File: config.mk
export PLATFORM = sky130hd
export DESIGN_NAME = proteus_pipe_ctrl
export DESIGN_NICKNAME = d
export VERILOG_FILES = /design/src/rtl/proteus_ctrl_pkg.sv /design/src/rtl/proteus_tag_delay.sv /design/src/rtl/proteus_pipe_ctrl.sv
export SDC_FILE = /design/constraint.sdc
export NUM_CORES = 1
export LEC_CHECK = 0
export CORE_MARGIN = 1
export CORE_UTILIZATION = 51
export DETAILED_ROUTE_END_ITERATION = 8
export HOLD_SLACK_MARGIN = 0.12
export PLACE_DENSITY_LB_ADDON = 0.08
export REMOVE_ABC_BUFFERS = 1
export SLEW_MARGIN = 5
export SYNTH_ARGS = -nofsm -noshare
export SYNTH_HDL_FRONTEND = slang
export SYNTH_SLANG_ARGS = --single-unit
File: constraint.sdc
create_clock -name clk -period 2.24 [get_ports clk]
set_input_delay 0.672 -clock clk [delete_from_list [all_inputs] [get_ports clk]]
set_output_delay 0.672 -clock clk [all_outputs]
set_load 0.03 [all_outputs]
File: src/rtl/proteus_ctrl_pkg.sv
// Shared definitions for the Proteus pipeline sequencer.
//   state_t : sequencer states
//   tag_t   : per-cycle tag carried alongside the data through NFU-1/2/3
//   ACC_LAT / NFU3_LAT : default pipeline latencies
package proteus_ctrl_pkg;

    // Cycles from tile issue to nfu2_out valid for that tile
    localparam int ACC_LAT  = 6;
    // Extra cycles from nfu2_nfu3 capture to nfu3_out valid
    localparam int NFU3_LAT = 1;

    typedef enum logic [2:0] {
        ST_IDLE,
        ST_COEF,
        ST_RUN,
        ST_GAP,
        ST_DRAIN
    } state_t;

    typedef struct packed {
        logic valid;
        logic first;
        logic last;
    } tag_t;

endpackage

File: src/rtl/proteus_tag_delay.sv
// Tag delay line: shift register of DEPTH tags, cleared by reset.
//   clk       : clock
//   rst_n     : synchronous active-low reset (clears every stage)
//   din       : tag entering this cycle (invalid tag on non-issue cycles)
//   taps      : taps[k] is the tag issued k+1 cycles ago
//   any_valid : at least one stage holds a valid tag
module proteus_tag_delay
    import proteus_ctrl_pkg::*;
#(
    parameter int DEPTH = 7
) (
    input  logic clk,
    input  logic rst_n,
    input  tag_t din,
    output tag_t taps [DEPTH],
    output logic any_valid
);

    tag_t             stage_reg [DEPTH];
    logic [DEPTH-1:0] valid_vec;

    always_ff @(posedge clk) begin
        if (!rst_n) begin
            for (int i = 0; i < DEPTH; i++) begin
                stage_reg[i] <= '0;
            end
        end else begin
            stage_reg[0] <= din;
            for (int i = 1; i < DEPTH; i++) begin
                stage_reg[i] <= stage_reg[i-1];
            end
        end
    end

    generate
        for (genvar gi = 0; gi < DEPTH; gi++) begin : g_tap
            assign taps[gi]      = stage_reg[gi];
            assign valid_vec[gi] = stage_reg[gi].valid;
        end
    endgenerate

    assign any_valid = |valid_vec;

endmodule

File: src/rtl/proteus_pipe_ctrl.sv
// Proteus NFU-1/2/3 pipeline sequencer.
// Loads sigmoid coefficients, issues input tiles under valid/ready, and
// time-aligns the NBout load / write-select / write-enable strobes with the
// data moving through the pipeline via a tagged delay line.
// Ports:
//   clk, i_rst_n (sync active-low)       : clock / reset
//   i_start, i_num_in_tiles,
//   i_num_out_tiles, i_num_coef,
//   i_resume, i_final                    : layer configuration, latched on start
//   i_coef_valid, i_data_valid           : coefficient / tile present
//   o_data_ready                         : tile accepted when valid & ready
//   o_load_sigmoid_coef, o_load_nbout,
//   o_psum_zero, o_nbout_nfu2_nfu3,
//   o_nbout_wr_en                        : pipeline control strobes
//   o_busy, o_done                       : status
module proteus_pipe_ctrl #(
    parameter int CNT_W    = 10,
    parameter int COEF_W   = 5,
    parameter int ACC_LAT  = proteus_ctrl_pkg::ACC_LAT,
    parameter int NFU3_LAT = proteus_ctrl_pkg::NFU3_LAT,
    parameter int GAP      = 1
) (
    input  logic              clk,
    input  logic              i_rst_n,
    input  logic              i_start,
    input  logic [CNT_W-1:0]  i_num_in_tiles,
    input  logic [CNT_W-1:0]  i_num_out_tiles,
    input  logic [COEF_W-1:0] i_num_coef,
    input  logic              i_resume,
    input  logic              i_final,
    input  logic              i_coef_valid,
    input  logic              i_data_valid,
    output logic              o_data_ready,
    output logic              o_load_sigmoid_coef,
    output logic              o_load_nbout,
    output logic              o_psum_zero,
    output logic              o_nbout_nfu2_nfu3,
    output logic              o_nbout_wr_en,
    output logic              o_busy,
    output logic              o_done
);
    import proteus_ctrl_pkg::*;

    localparam int DEPTH = ACC_LAT + NFU3_LAT;
    localparam int GAP_W = (GAP > 1) ? $clog2(GAP) : 1;

    state_t            state_reg;
    logic [CNT_W-1:0]  n_in_reg, n_out_reg, in_cnt_reg, out_cnt_reg;
    logic [COEF_W-1:0] n_coef_reg, coef_cnt_reg;
    logic [GAP_W-1:0]  gap_cnt_reg;
    logic              resume_reg, final_reg;

    logic handshake, in_last, out_last;
    tag_t push_tag;
    tag_t taps [DEPTH];
    logic any_valid;
    logic wr_nfu2, wr_nfu3;

    assign handshake = (state_reg == ST_RUN) && i_data_valid;
    assign in_last   = (in_cnt_reg == n_in_reg - CNT_W'(1));
    assign out_last  = (out_cnt_reg == n_out_reg - CNT_W'(1));

    // The pushed tag itself is tap 0; taps[k] of the delay line is tap k+1.
    always_comb begin
        push_tag = '0;
        if (handshake) begin
            push_tag.valid = 1'b1;
            push_tag.first = (in_cnt_reg == '0);
            push_tag.last  = in_last;
        end
    end

    proteus_tag_delay #(
        .DEPTH (DEPTH)
    ) u_tag_delay (
        .clk       (clk),
        .rst_n     (i_rst_n),
        .din       (push_tag),
        .taps      (taps),
        .any_valid (any_valid)
    );

    always_ff @(posedge clk) begin
        if (!i_rst_n) begin
            state_reg    <= ST_IDLE;
            n_in_reg     <= '0;
            n_out_reg    <= '0;
            n_coef_reg   <= '0;
            in_cnt_reg   <= '0;
            out_cnt_reg  <= '0;
            coef_cnt_reg <= '0;
            gap_cnt_reg  <= '0;
            resume_reg   <= 1'b0;
            final_reg    <= 1'b0;
        end else begin
            case (state_reg)
                ST_IDLE: begin
                    if (i_start) begin
                        n_in_reg     <= (i_num_in_tiles  == '0) ? CNT_W'(1) : i_num_in_tiles;
                        n_out_reg    <= (i_num_out_tiles == '0) ? CNT_W'(1) : i_num_out_tiles;
                        n_coef_reg   <= i_num_coef;
                        resume_reg   <= i_resume;
                        final_reg    <= i_final;
                        in_cnt_reg   <= '0;
                        out_cnt_reg  <= '0;
                        coef_cnt_reg <= '0;
                        gap_cnt_reg  <= '0;
                        state_reg    <= (i_num_coef != '0) ? ST_COEF : ST_RUN;
                    end
                end
                ST_COEF: begin
                    if (i_coef_valid) begin
                        if (coef_cnt_reg == n_coef_reg - COEF_W'(1)) begin
                            coef_cnt_reg <= '0;
                            state_reg    <= ST_RUN;
                        end else begin
                            coef_cnt_reg <= coef_cnt_reg + COEF_W'(1);
                        end
                    end
                end
                ST_RUN: begin
                    if (i_data_valid) begin
                        if (in_last) begin
                            in_cnt_reg <= '0;
                            if (out_last) begin
                                state_reg <= ST_DRAIN;
                            end else begin
                                out_cnt_reg <= out_cnt_reg + CNT_W'(1);
                                gap_cnt_reg <= '0;
                                state_reg   <= ST_GAP;
                            end
                        end else begin
                            in_cnt_reg <= in_cnt_reg + CNT_W'(1);
                        end
                    end
                end
                ST_GAP: begin
                    // Bubble keeps the next tile's NBout load clear of the
                    // previous tile's last-product capture.
                    if (gap_cnt_reg == GAP_W'(GAP - 1)) begin
                        gap_cnt_reg <= '0;
                        state_reg   <= ST_RUN;
                    end else begin
                        gap_cnt_reg <= gap_cnt_reg + GAP_W'(1);
                    end
                end
                ST_DRAIN: begin
                    if (!any_valid) begin
                        state_reg <= ST_IDLE;
                    end
                end
                default: state_reg <= ST_IDLE;
            endcase
        end
    end

    // Tap ACC_LAT-1: seed the accumulator one cycle before the first product
    // leaves NFU-2. Tap ACC_LAT: NFU-2 partial ready. Tap ACC_LAT+NFU3_LAT:
    // NFU-3 result ready.
    assign wr_nfu2 = taps[ACC_LAT-1].valid && taps[ACC_LAT-1].last && !final_reg;
    assign wr_nfu3 = taps[DEPTH-1].valid && taps[DEPTH-1].last && final_reg;

    assign o_data_ready        = (state_reg == ST_RUN);
    assign o_load_sigmoid_coef = (state_reg == ST_COEF) && i_coef_valid;
    assign o_load_nbout        = taps[ACC_LAT-2].valid && taps[ACC_LAT-2].first;
    assign o_psum_zero         = o_load_nbout && !resume_reg;
    assign o_nbout_wr_en       = wr_nfu2 || wr_nfu3;
    assign o_busy              = (state_reg != ST_IDLE);
    assign o_done              = (state_reg == ST_DRAIN) && !any_valid;

    always_comb begin
        if (wr_nfu2) begin
            o_nbout_nfu2_nfu3 = 1'b1;
        end else if (wr_nfu3) begin
            o_nbout_nfu2_nfu3 = 1'b0;
        end else begin
            o_nbout_nfu2_nfu3 = o_busy && !final_reg;
        end
    end

endmodule
# After elaboration in Yosys (flattened, before gate mapping)
# Memories as Yosys holds them, arrays and structs flattened.
# Index checks and enable logic that the tools add are counted.
classes:
  n_eq_ne: 15
  n_addsub: 7
  muxes: 42
  reduce_logical: 30
  n_bitwise: 7
op_table:
  columns: ["cell", "n"]
  rows:
  - ["10-bit two-way mux", 8]
  - ["3-bit two-way mux", 16]
  - ["10-bit one-hot mux with 2 select lines", 2]
  - ["10-bit logical NOT", 3]
  - ["10-bit by 1-bit adder with 10-bit output (second input constant)", 2]
  - ["10-bit equality test", 2]
  - ["10-bit by 1-bit subtractor with 10-bit output (second input constant)", 2]
  - ["5-bit two-way mux", 3]
  - ["3-bit one-hot mux with 5 select lines", 1]
  - ["2-bit != test (second input constant)", 7]
  - ["1-bit logical AND", 10]
  - ["5-bit one-hot mux with 2 select lines", 1]
  - ["5-bit AND reduction", 2]
  - ["1-bit two-way mux", 9]
  - ["1-bit OR", 7]
  - ["7-bit AND reduction", 1]
  - ["7-bit OR reduction", 1]
  - ["3-bit by 2-bit equality test with 1-bit output (second input constant)", 2]
  - ["3-bit AND reduction", 2]
  - ["3-bit nonzero test", 2]
  - ["5-bit by 1-bit adder with 5-bit output (second input constant)", 1]
  - ["5-bit equality test", 1]
  - ["5-bit nonzero test", 1]
  - ["5-bit by 1-bit subtractor with 5-bit output (second input constant)", 1]
  - ["11 further kinds", 14]
word_totals:
  mem_count: 1
  reg_bits: 56
  mem_bits_rw: 21
  word_cells: 112
  inputBits: 32
memory_table:
  columns: ["memory", "words", "width", "read_ports", "rd_ports_with_merged_regs", "wr", "line", "text"]
  rows:
  - ["u_tag_delay.stage_reg", 7, 3, 7, 0, 7, "proteus_tag_delay.sv:19", "tag_t stage_reg [DEPTH];"]

# Depth between registers and ports, before layout
# Gate-level depths: netlist of run 1.
depth:
  word_depth: 6
  ltp_mapped: 11

# By module
# From an unflattened synthesis of run 1, not the netlist that was laid out.
hier_totals:
  hier_cells: 479
  area_unflattened_um2: 3856.2
by_module_without_submodules:
  columns: ["module", "area_per_inst_um2", "seq_area_each_um2", "instances", "cells_each"]
  rows:
  - ["proteus_pipe_ctrl", 3278.1, 1101.1, 1, 432]
  - ["proteus_tag_delay", 578.1, 420.4, 1, 47]

# Worst setup path after synthesis of run 1
# No wires, ideal clock.
synth_timing:
  path_type: "register -> register"
  start: "register n_in_reg[0]"
  end: "register out_cnt_reg[8]"
  n_path_buf: 0
  path_stages_with_launch: 11
  setup_ns: 0.072
  slack_ns: -0.135
  arrival_ns: 2.303
  period_less_slack_ns: 2.375
  cell_sequence: "dfxtp_1 > inv_1 > ha_1 > o21ba_1 > a221oi_1 > a41o_1 > nand3_2 > a211oi_4 > a21oi_2 > or4_1 > a21oi_1"
synth_via:
  elab_chain_cells: 4
synth_lines:
  columns: ["element", "line", "text"]
  rows:
  - ["from (decl)", "proteus_pipe_ctrl.sv:48", "logic [CNT_W-1:0] n_in_reg, n_out_reg, in_cnt_reg, out_cnt_reg;"]
  - ["from (signal assigned)", "proteus_pipe_ctrl.sv:99", "n_in_reg <= (i_num_in_tiles == '0) ? CNT_W'(1) : i_num_in_tiles;"]
  - ["10-bit by 1-bit subtractor with 10-bit output", "proteus_pipe_ctrl.sv:60", "assign in_last = (in_cnt_reg == n_in_reg - CNT_W'(1));"]
  - ["10-bit equality test", "proteus_pipe_ctrl.sv:60", null]
  - ["2-bit by 1-bit != test with 1-bit output (no line)", null, null]
  - ["5-bit AND reduction (no line)", null, null]
  - ["to (signal assigned)", "proteus_pipe_ctrl.sv:128", "out_cnt_reg <= out_cnt_reg + CNT_W'(1);"]
  - ["to (decl)", "proteus_pipe_ctrl.sv:48", null]
# No other way between the ends.
# A chain may end at the register's enable or synchronous reset.

# Final worst setup path of run 1
layout_timing:
  start: "register n_in_reg[0]"
  end: "register out_cnt_reg[3]"
# Same word-level chain as after synthesis.

==> metrics.txt, run 1 <==
CTS tree=done; flip-flop count of the largest register after layout=19; minimum setup slack in the final design=-0.09325 ns; netlist area before placement=3627 um^2; synthesized area per cell=8.300 um^2; crit-path leading delay family=compound AO/OA/AOI/OAI gates; count of vias placed by the detailed router=3457; launch point of the worst path=n_in_reg[0]; Finish-stage setup viols=8; required time of the worst setup path=2.53 ns; final HPWL from detailed placement=approximately 6600 um; Top FF cell, synth=dfxtp_1; pwr/cell area=969.7 nW/um^2; Worst path max stage delay=0.49 ns; violated checks=negative setup slack; Highest Clock Rate=428.6 MHz; slew at the pin closest to its max-slew limit=0.4729 ns; HP Class=reg2reg; Yosys Warn Count=0; number of instances in the synthesized netlist=437; #FFs+latches synth=74; min Tclk post-route=between 2 and 2.5 ns; Placed Instance Area=4493 um^2; count of routing violations after the opening detailed-route iteration=188; NetSw=1.849 mW; remaining routing DRC violations=0; design area=4995 um^2; placeable core area=6832 um^2; residual overflow from global routing=0; worst-path fanout max=7; share of synthesized flip-flops with an asynchronous set or reset=0; fill count=531; ANT nets after route=0; Final Util=0.7311; Initial DRT Pass Iterations=4; Die Width=86.34 um; Seq. cell area=1498 um^2; antenna violations before repair=0; Clk pin slew, worst setup/hold paths=0.09 ns; deepest clock path buffer count=2; clock share of power=0.227; Slowest cell on crit path=or4_4; cell-by-cell listing of the critical path=inv_2 > ha_4 > o21ba_1 > a221oi_2 > a41o_1 > nand3_2 > a211oi_4 > a21oi_4 > or4_4 > a21oi_2; final clock skew=0.009740 ns; mean routed wirelength per cell=14.70 um; outcome=finished with violations; pin count of the biggest net entering global routing=24; RePlAce Congestion=0.8187; leakage power figure=1.953 nW; internal power of the cells=2.994 mW; number of nets in the layout=~570; area taken by multi-input logic gates=2253 um^2; share of power burned in registers=0.335; peak ir drop on the vdd network=573.0 uV; number of placement rows=30; Vias per Instance=5.436; Cell variety after synth=55; GRT Total Usage=0.2616; crit path capture type=flip-flop; share of layout cells above drive strength 1=0.2481; final worst path period share=1.042; max-slew violation count=0; Slew headroom=0.6836; final wirelength=9348 um; Top-Level Pins=40; Critical Setup Path Class=reg2reg; Buffers & Inverters on Critical Path=1; Hold Buf Count CTS=0; start of the worst register-to-register path=n_in_reg[0]; Post-synth EDFFs=0; final hold violation count=0; starting density of the core=0.5310; worst skew pair latency=0.36 ns; sequential cell area fraction in the yosys report=0.4084; die height=around 86 um; max-capacitance violation count=0; Sw Ratio=0.3818; clock buffer count from CTS=9; endpoint arrival time on the critical path=2.63 ns; RSZ-0062 raised after global routing=true; vias in the first global route=between 3000 and 4000; Num Clock Sinks=between 70 and 80; type of origin of the critical path=flip-flop; start point of the worst hold path=u_tag_delay.stage_reg[0][3]; first-pass GRT wire length=15120 um; area of the die=~7500 um^2; Antenna diodes=0; clock root cell=clkbuf_8; relative area change from synthesis to final layout=37.70%; fraction of power consumed by combinational cells=0.438; number of port buffers=39; Max H-tree Level=3
==> power groups by stage <==
| stage | clock network (mW) | registers [mW] | logic, mW |
|---|---|---|---|
| after global routing | 1.19 | 1.65 | 2.31 |
| after global placement | 0 | 1.62 | 1.85 |
| after detailed placement | 0 | 1.63 | 1.90 |
| after floorplan | 0 | 1.62 | 1.14 |
| after CTS | 1.12 | 1.61 | 1.99 |
| final | 1.10 | 1.62 | 2.12 |
==> per-stage QoR <==
step | total power [mW] | std cells | hold slack [ns] | TNS, ns | setup WS (ns)
after floorplan | 2.764 | 423 | 0.4118 | -3.747 | -0.4928
after global placement | 3.477 | 614 | 0.4156 | -2.311 | -0.2368
after detailed placement | 3.529 | 614 | 0.4224 | -3.321 | -0.2605
after CTS | 4.719 | 634 | 0.4369 | -0.3660 | -0.09281
after global routing | 5.137 | 636 | 0.4408 | -1.794 | -0.1706
final | 4.843 | 636 | 0.4345 | -0.4302 | -0.09325
==> cells in the final DEF (no fill, tap or decap), types with 15 or more instances in the layout <==
| cell type | Yosys | final |
|---|---|---|
| a21oi_1 | 33 | 27 |
| and2_1 | 20 | 19 |
| buf_4 | 1 | 60 |
| clkdlybuf4s50_1 | 0 | 30 |
| dfxtp_1 | 74 | 67 |
| nand2_1 | 67 | 66 |
| nand3_1 | 15 | 15 |
| nor2_1 | 37 | 36 |
| xnor2_1 | 25 | 23 |
| xor2_1 | 16 | 15 |
==> layer usage <==
metal  up-vias  wire length (um)  global-route usage
li1       1727                 -                   -
met1      1620              4173              0.3224
met2        88              4520              0.4444
met3        22               445             0.05810
met4         0               209              0.1030
met5         -                 0                   0
==> repair_timing <==
action	in CTS	in global routing
endpoints found under the hold margin	0	0
pin swaps	20	16
setup endpoints to repair	26	28
setup buffers	4	2
gates resized for setup	32	38
==> worst paths after layout <==
check / slack (ns) / end / depth (start not counted)
max: -0.09 / out_cnt_reg[3] / 10
min: 0.43 / u_tag_delay.stage_reg[0][6] / 1
max reg2reg: -0.09 / out_cnt_reg[3] / 10
min reg2reg: 0.43 / u_tag_delay.stage_reg[0][6] / 1
==> area by class of cell <==
type,count,area share
inverters,13,0.009770
flip-flops and latches,74,0.2999
multi-input cells,336,0.4512
well taps,96,0.02405
clock inverters,7,0.01678
repair buffers,101,0.1736
clock buffers,9,0.02480
==> cells in the mapped netlist, types with 6 or more instances <==
library cell  number  area [um^2]
clkbuf_1          12        45.04
nor2_1            37        138.9
nand2_1           67        251.5
or3_1              6        37.54
nand4_1            7        43.79
xor2_1            16        140.1
inv_1             13        48.80
and2_1            20        125.1
dfxtp_1           74         1481
xnor2_1           25        219.0
nor3_1             9        45.04
a21oi_1           33        165.2
o21ai_0           11        55.05
ha_1               7        87.58
nor4_1             9        56.30
a22o_1             6        52.55
nand3_1           15        75.07
==> kinds of logic (layout without fill, tap and decap cells) <==
logic type      Yosys count  count (layout)  share of synthesized area
xor+xnor                 41              41                    0.09900
simple gates            205             205                     0.2894
compound gates           83              83                     0.1497
buf+inv                  27             130                    0.02932
fa+ha+maj                 7               7                    0.02415
flops                    74              74                     0.4084
==> worst reg2reg max path, stage by stage, from the launching register on <==
cell	delay [ns]
dfxtp_2	0.35
inv_2	0.05
ha_4	0.17
o21ba_1	0.18
a221oi_2	0.24
a41o_1	0.14
nand3_2	0.09
a211oi_4	0.29
a21oi_4	0.14
or4_4	0.50
a21oi_2	0.13
No activity file was read; power rests on OpenSTA's default activity.
==> run 2: changes to the inputs <==
--- a/config.mk
+++ b/config.mk
@@ -11,7 +11,9 @@
 export HOLD_SLACK_MARGIN = 0.12
 export PLACE_DENSITY_LB_ADDON = 0.08
 export REMOVE_ABC_BUFFERS = 1
+export SKIP_CTS_REPAIR_TIMING = 1
 export SLEW_MARGIN = 5
 export SYNTH_ARGS = -nofsm -noshare
 export SYNTH_HDL_FRONTEND = slang
 export SYNTH_SLANG_ARGS = --single-unit
+export TNS_END_PERCENT = 100
==> constraint.sdc (replaced) <==
create_clock -name clk -period 2.24 [get_ports clk]
set_input_delay 0.672 -clock clk [delete_from_list [all_inputs] [get_ports clk]]
set_output_delay 0.672 -clock clk [all_outputs]
set_load 0.01 [all_outputs]
==> metrics.txt, run 2 (same netlist as run 1, synthesis figures left out) <==
flip-flop count of the largest register after layout=19; count of routing violations after the opening detailed-route iteration=188; placeable core area=6832 um^2; Vias per Instance=5.472; Max H-tree Level=3; first-pass GRT wire length=14700 um; start point of the worst hold path=u_tag_delay.stage_reg[0][3]; clock buffer count from CTS=9; crit path capture type=flip-flop; antenna violations before repair=0; GRT Total Usage=0.2508; count of vias placed by the detailed router=3513; residual overflow from global routing=0; Die Width=86.34 um; ANT nets after route=0; die height=approximately 86 um; commonest cells after routing, fill and taps aside=nand2_1 (67), dfxtp_1 (62), buf_4 (59); peak ir drop on the vdd network=between 600 and 700 uV; endpoint arrival time on the critical path=2.81 ns; Finish-stage setup viols=13; RePlAce Congestion=between 0.8 and 0.9; final worst path period share=1.131; fill count=531; remaining routing DRC violations=0; Top-Level Pins=40; slew at the pin closest to its max-slew limit=0.4601 ns; fraction of power consumed by combinational cells=0.450; max-slew violation count=0; internal power of the cells=3.228 mW; number of port buffers=39; Worst Hold Path EP=u_tag_delay.stage_reg[0][6]; Highest Clock Rate=394.7 MHz; mean routed wirelength per cell=14.78 um; worst skew pair latency=between 0.3 and 0.4 ns; final clock skew=about 0.016 ns; Worst R2R Path Depth=8; start of the worst register-to-register path=n_in_reg[4]; final wirelength=9487 um; number of instances on the worst hold path=1; max-capacitance violation count=0; commonest non-fill, non-tap cell in the layout=nand2_1; final hold slack=0.4381 ns; violated checks=negative setup slack; final hold violation count=0; share of layout cells above drive strength 1=0.2784; clock share of power=0.228; RSZ-0062 raised after global routing=true; vias in the first global route=3262; clock root cell=clkbuf_8; type of origin of the critical path=flip-flop; number of nets in the layout=580; placed instance count=approximately 600; Antenna diodes=0; design area=~5200 um^2; deepest clock path buffer count=2; worst-path fanout max=8; required time of the worst setup path=2.51 ns; Total Negative Setup Slacks=-1.414 ns; relative area change from synthesis to final layout=42.22%; area of the die=around 7500 um^2; Sw Ratio=0.3643; reg2reg setup slack=-0.29 ns; Initial DRT Pass Iterations=4; pin count of the biggest net entering global routing=24; Clk pin slew, worst setup/hold paths=0.08 ns; Critical Setup Path Class=reg2reg; HP Class=reg2reg; r2r endpoint=out_cnt_reg[8]; final HPWL from detailed placement=6561 um; pwr/cell area=between 900 and 1000 nW/um^2; Slew headroom=0.6921; Num Clock Sinks=74; outcome=finished with violations; minimum setup slack in the final design=-0.2938 ns; Setup WS pre-CTS=-0.4030 ns; Final Util=0.7551; CTS tree=done; non-filler instance count after layout=642; number of placement rows=30; min Tclk post-route=2.534 ns; total power=5.078 mW; share of power burned in registers=0.322; Placed Instance Area=4516 um^2; leakage power figure=2.028 nW; starting density of the core=0.5310; NetSw=roughly 1.8 mW
-- run 2: changes by cell type in the layout (fill, tap and decap cells not counted), sizes merged --
cell and change:
dlymetal6s2s +2, clkdlybuf4s50 +5, dlygate4sd2 -4, clkinv +1, buf +3, inv -2, bufinv +1
-- run 2: layout make-up --
| type | instances | area (um^2) | area share |
|---|---|---|---|
| clock buffers | 9 | 123.9 | 0.02401 |
| inverters | 13 | 48.80 | 0.009459 |
| repair buffers | 107 | 944.7 | 0.1831 |
| flip-flops and latches | 74 | 1501 | 0.2911 |
| well taps | 96 | 120.1 | 0.02328 |
| clock inverters | 7 | 98.84 | 0.01916 |
| multi-input cells | 336 | 2321 | 0.4499 |
-- run 2: power by group through the flow --
stage	clock network, mW	logic (mW)	registers (mW)
2_1_floorplan	0	1.08	1.62
6_report	1.16	2.29	1.63
4_1_cts	1.18	1.87	1.61
3_5_place_dp	0	1.86	1.63
3_3_place_gp	0	1.82	1.63
5_1_grt	1.24	2.48	1.66
-- run 2: how the worst max path moves through the flow --
stage	from	end	slack [ns]	cells after the start
after floorplan	i_start	out_cnt_reg[6]	-0.49	5
after global placement	i_coef_valid	o_load_sigmoid_coef	-0.39	3
after detailed placement	i_coef_valid	o_load_sigmoid_coef	-0.40	3
after CTS	i_coef_valid	o_load_sigmoid_coef	-0.41	3
after global routing	n_in_reg[4]	out_cnt_reg[8]	-0.35	8
final	n_in_reg[4]	out_cnt_reg[8]	-0.29	8
-- run 2: critical path, cell delays in order (launching register included) --
cell and delay, ns:
dfxtp_4 0.36, nor3_4 0.39, nand3b_1 0.18, a32oi_2 0.25
a21oi_2 0.09, a211oi_4 0.29, a21oi_4 0.14, or4_1 0.56
a21oi_2 0.19
-- run 2: layer usage --
| metal | track usage | wire [um] | vias up |
|---|---|---|---|
| met5 | 0 | 0 | - |
| met4 | 0.07576 | 104 | 0 |
| met3 | 0.04381 | 365 | 10 |
| met2 | 0.4120 | 4696 | 74 |
| met1 | 0.3373 | 4320 | 1689 |
| li1 | - | - | 1740 |
